[src/rtl/cdc_hs_rx.sv]
// Receive end of a 4-phase req/ack handshake: synchronizes the source's level
// request, captures the held word into a one-entry valid/ready buffer, and returns ack.
module cdc_hs_rx #(
    parameter int WIDTH       = 8,
    parameter int SYNC_STAGES = 2,
    parameter int CNT_WIDTH   = 16
) (
    input  logic                 clk_dst,
    input  logic                 async_reset,
    input  logic                 req_async,
    input  logic [WIDTH-1:0]     data_async,
    output logic                 ack_async,
    output logic                 dst_valid,
    output logic [WIDTH-1:0]     dst_data,
    input  logic                 dst_ready,
    output logic [CNT_WIDTH-1:0] xfer_count
);

    typedef enum logic {
        IDLE     = 1'b0,
        WAIT_LOW = 1'b1
    } state_t;

    state_t                 r_state;
    state_t                 w_state_nxt;
    logic [SYNC_STAGES-1:0] r_sync;
    logic                   r_ack;
    logic                   r_valid;
    logic [WIDTH-1:0]       r_data;
    logic [CNT_WIDTH-1:0]   r_cnt;

    logic w_req_s;
    logic w_pop;
    logic w_buf_free;
    logic w_capture;
    logic w_ack_nxt;

    // Only the request crosses domains; data_async is sampled solely once req_s is high.
    always_ff @(posedge clk_dst or negedge async_reset) begin
        if (!async_reset) r_sync <= '0;
        else              r_sync <= {r_sync[SYNC_STAGES-2:0], req_async};
    end

    assign w_req_s    = r_sync[SYNC_STAGES-1];
    assign w_pop      = r_valid && dst_ready;
    assign w_buf_free = !r_valid || w_pop;

    always_ff @(posedge clk_dst or negedge async_reset) begin
        if (!async_reset) begin
            r_state <= IDLE;
            r_ack   <= 1'b0;
        end else begin
            r_state <= w_state_nxt;
            r_ack   <= w_ack_nxt;
        end
    end

    always_comb begin
        w_state_nxt = r_state;
        w_ack_nxt   = r_ack;
        w_capture   = 1'b0;
        case (r_state)
            IDLE: begin
                // Holding ack low while the buffer is full is the backpressure path.
                if (w_req_s && w_buf_free) begin
                    w_capture   = 1'b1;
                    w_ack_nxt   = 1'b1;
                    w_state_nxt = WAIT_LOW;
                end
            end
            WAIT_LOW: begin
                if (!w_req_s) begin
                    w_ack_nxt   = 1'b0;
                    w_state_nxt = IDLE;
                end
            end
            default: begin
                w_ack_nxt   = 1'b0;
                w_state_nxt = IDLE;
            end
        endcase
    end

    always_ff @(posedge clk_dst or negedge async_reset) begin
        if (!async_reset) begin
            r_valid <= 1'b0;
            r_data  <= '0;
            r_cnt   <= '0;
        end else if (w_capture) begin
            r_valid <= 1'b1;
            r_data  <= data_async;
            r_cnt   <= r_cnt + CNT_WIDTH'(1);
        end else if (w_pop) begin
            r_valid <= 1'b0;
        end
    end

    assign ack_async  = r_ack;
    assign dst_valid  = r_valid;
    assign dst_data   = r_data;
    assign xfer_count = r_cnt;

endmodule

[config.mk]
export PLATFORM = sky130hd
export DESIGN_NAME = cdc_hs_rx
export DESIGN_NICKNAME = d
export VERILOG_FILES = /design/src/rtl/cdc_hs_rx.sv
export SDC_FILE = /design/constraint.sdc
export NUM_CORES = 1
export LEC_CHECK = 0
export CAP_MARGIN = 40
export CORE_MARGIN = 1.5
export CORE_UTILIZATION = 47
export CTS_BUF_LIST = sky130_fd_sc_hd__clkbuf_4 sky130_fd_sc_hd__clkbuf_8
export CTS_CLUSTER_SIZE = 16
export DETAILED_ROUTE_END_ITERATION = 7
export PLACE_DENSITY = 0.81
export REMOVE_ABC_BUFFERS = 1
export SLEW_MARGIN = 20
export SYNTH_ARGS = -nofsm -noshare
export SYNTH_HDL_FRONTEND = slang
export SYNTH_SLANG_ARGS = --single-unit
[constraint.sdc]
create_clock -name clk_dst -period 1.7 [get_ports clk_dst]
set_clock_uncertainty 0.15 [all_clocks]
set_input_delay 0.51 -clock clk_dst [delete_from_list [all_inputs] [get_ports clk_dst]]
set_output_delay 0.51 -clock clk_dst [all_outputs]
set_load 0.05 [all_outputs]
# ---- Word-level counts from Yosys, hierarchy flattened
# Cells that the tools add are included.
dict set report totals {
  elab_cells 25
  out_inout_bits 26
  input_bits 12
  ff_bits 29
}
dict set report classes {
  n_reduce_logical 6
  mux 9
  n_eq_ne 2
  n_addsub 1
  bitwise 1
}
# cell n
set op_table {}
lappend op_table {{$add 16x1->16 const B} 1}
lappend op_table {{$mux 1} 7}
lappend op_table {{$ne 2x2->1 const B} 2}
lappend op_table {{$pmux 1 s2} 2}
lappend op_table {{$logic_and 1x1->1} 2}
lappend op_table {{$reduce_and 2->1} 1}
lappend op_table {{$reduce_bool 2->1} 1}
lappend op_table {{$logic_not 1->1} 1}
lappend op_table {{$logic_or 1x1->1} 1}
lappend op_table {{$not 1->1} 1}

# ---- Depth between registers and ports, before layout
dict set report logic_depth {
  word_depth 6
  mapped_depth 5
}

# ---- Worst setup path after synthesis
# No wires, ideal clock.
dict set report synth_path {
  path_kind {register to register}
  startpoint {register r_cnt[0], in the netlist xfer_count[0]}
  endpoint {register r_cnt[12], in the netlist xfer_count[12]}
  arrival_ps 1493
  setup_time_ps 82
  path_stages_with_launch 5
  path_slack_ps -25
  cell_sequence {dfrtp_1 ha_1 nand4_1 nor3_1 xor2_1}
}
dict set report synth_between {
  elab_chain_len 1
}
# element line_no
set synth_lines {}
lappend synth_lines {{start: declaration} 30} ;# logic [CNT_WIDTH-1:0] r_cnt;
lappend synth_lines {{start signal: assignment} 92} ;# r_cnt <= r_cnt + CNT_WIDTH'(1);
lappend synth_lines {{$add 16x1->16} 92}
# No other way between the ends.
# A chain may end at the register's enable or synchronous reset.

# ---- Worst setup path after layout
dict set report layout_path {
  startpoint {register r_cnt[0], in the netlist xfer_count[0]}
  endpoint {output port xfer_count[0]}
}
# element line_no
set layout_rtl {}
lappend layout_rtl {{end: declaration} 16} ;# output logic [CNT_WIDTH-1:0] xfer_count
# No word-level cell between the ends.

==> run metrics <==
Mapped Cells=92; Leak Pwr=0.948 nW; list of most frequent post-synthesis cells=dfrtp_1, mux2_2, xor2_1; relative slew slack=79.3%; Final Util=83.8%; VDD IR max=1.28 mV; wire length of the first global-routing pass=4.30 mm; Port Buffer Count=37; drt total wl=2.62 mm; clk_lat worst skew=0.33 ns; vias in the first global route=942; CP Capture Point=xfer_count[0]; Worst Path Required=1.04 ns; Die Wd=53.8 um; crit-path max FO=2; clk buf depth=2; Mapped Area=1210 um2; Core Box Area=2450 um2; largest area contributor in the netlist=dfrtp_1; nets=157; Pre-antenna DRT Iters=3; Area after DPL=1920 um2; Post-synth EDFFs=0; CTS H-tree lvls=2; ANT cells=0; Synth cell types=24; Max-Cap Viols=0; DR iter-0 viols=5; Routability Congestion=0.789; ranking of synthesized cells by area=dfrtp_1, mux2_2, xor2_1; clock slew at reported path FFs=0.08 ns; FILL cells=119; FF-to-FF Start=r_state$_DFF_PN0_; initial antenna violation count=0; Worst Setup SP=xfer_count[0]$_DFFE_PN0P_; hold buffer count at CTS=0; Finished Layout Cells=174; Synth Flop Type=dfrtp_1; Max Slew Vio Count=0; Die Span Y=53.8 um; root buf cell=clkbuf_4; R2R Setup Slk=0.08 ns; CP Class=flop to output pin; RSZ-0062 raised after global routing=true; I/O pin count=38; crit path time final=1.66 ns; CP cell instances=buf_6 -> buf_12; R2R depth=4; Initial Util=49.4%; die area=2900 um2; gr usage total=22.0%; final setup fails=0; Critical Path AT=1.00 ns; Critical Path Start Type=flop; CTS tree=built; area share of the largest cell type after synthesis=59.8%; Seq/Total Area, Yosys=59.8%; delay-heaviest family, CP=flip-flops; GRT Residual Overflow=0; hold path depth=0; Levels on crit path=2; Avg WL per Cell=15.0 um; sum of buffers and inverters on the critical path=2; Syn-to-layout area delta=69.5%; slowest stage delay, CP=0.40 ns; FF+latch count, synth=29; worst reg2reg endpoint=xfer_count[10]$_DFFE_PN0P_; worst slew pin tran=0.310 ns; YS warnings=0; pin count of the biggest net entering global routing=30; fin area=2060 um2; critical path's slowest cell=dfrtp_1; CTS buffer count=5; status=finished clean; Fmax=0.604 GHz; row count=18; via count=900; top-count cell post-synth=dfrtp_1; fraction of registers with async set/reset=100%; Via density=5.17; Placed Instances=162; final hold vios=0; crit path capture type=output pin; Post-route DRC=0; Detail Placement HPWL=1.85 mm; HP Class=flop to flop; ratio of cells with drive above 1 in the final layout=45.1%; post-route ant nets=0; syn_area_per_cell=13.2 um2; final total power=0.00272 W; TritonCTS Sinks=29; final worst-path cycle share=97.4%; Pwr per Cell Area=1320 nW/um2
-- cells in the final DEF (no fill, tap or decap), drive strengths merged --
| master | count |
|---|---|
| clkdlybuf4s50 | 10 |
| mux2 | 9 |
| nor2b | 1 |
| ha | 1 |
| and3 | 3 |
| inv | 3 |
| a21oi | 1 |
| dfrtp | 29 |
| xnor2 | 6 |
| o21ai | 1 |
| dlymetal6s2s | 1 |
| nor4 | 1 |
| buf | 35 |
| nand4 | 3 |
| nand2b | 2 |
| nor2 | 5 |
| and2 | 1 |
| nand3 | 4 |
| nor3 | 7 |
| nand2 | 5 |
| xor2 | 9 |
| clkbuf | 7 |
-- cell type report --
class / instances / area [um2] / share of cell area, %
Timing Repair Buffer: 46 / 724 / 35.2
Multi-Input combinational cell: 59 / 497 / 24.1
Tap cell: 30 / 37.5 / 1.82
Clock buffer: 7 / 58.8 / 2.86
Inverter: 3 / 11.3 / 0.547
Sequential cell: 29 / 728 / 35.4
-- kinds of logic (layout without fill, tap and decap cells) --
kind of cell	Yosys count	count (layout)	synth area share, %
AOI/OAI and AO/OA	2	2	0.824
xor gates and xnor gates	15	15	10.8
adders and majority gates	1	1	1.03
buffers and inverters	4	56	1.55
DFF	29	29	59.8
muxes	9	9	8.35
and+or+nand+nor	32	32	17.6
-- power by group --
group          leakage, nW  switching (W)  total, W  internal [W]
Clock               0.0348       0.000229  0.000440      0.000211
Combinational        0.559       0.000634   0.00134      0.000705
Sequential           0.354       0.000132  0.000937      0.000805
Total                0.948       0.000995   0.00272       0.00172
-- state kept, by name, indices dropped and copies added (netlist names) --
register,count
ack_async,1
xfer_count,16
dst_valid,1
r_state,1
dst_data,8
r_sync,2
-- through the flow --
step / TNS (ns) / hold slack (ns) / worst slack [ns]
2_1_floorplan: -0.0776 / 0.0644 / -0.0249
3_3_place_gp: -5.10 / 0.182 / -0.294
3_5_place_dp: -6.45 / 0.190 / -0.392
4_1_cts: 0 / 0.210 / 0.00404
5_1_grt: -0.0100 / 0.226 / -0.00710
6_report: 0 / 0.205 / 0.0437
-- layer usage --
layer  wire, um  track usage [%]
met1        947             22.9
met2       1410             38.4
met3        198             11.1
met4         62             6.41
met5          0                0
-- worst min path at each step --
| stage | start | endpoint | slack (ns) |
|---|---|---|---|
| floorplan | async_reset | ack_async$_DFFE_PN0P_ | 0.06 |
| global placement | r_sync[0]$_DFF_PN0_ | r_sync[1]$_DFF_PN0_ | 0.18 |
| detailed placement | r_sync[0]$_DFF_PN0_ | r_sync[1]$_DFF_PN0_ | 0.19 |
| CTS | r_sync[0]$_DFF_PN0_ | r_sync[1]$_DFF_PN0_ | 0.21 |
| global route | r_sync[0]$_DFF_PN0_ | r_sync[1]$_DFF_PN0_ | 0.23 |
| finish | r_sync[0]$_DFF_PN0_ | r_sync[1]$_DFF_PN0_ | 0.20 |
-- repair_timing --
item	CTS	global route
endpoints found under the setup margin	4	12
gates resized for setup	1	10
buffers inserted	3	2
pin swaps	2	3
Note: power is estimated with default switching activity, not from simulation.
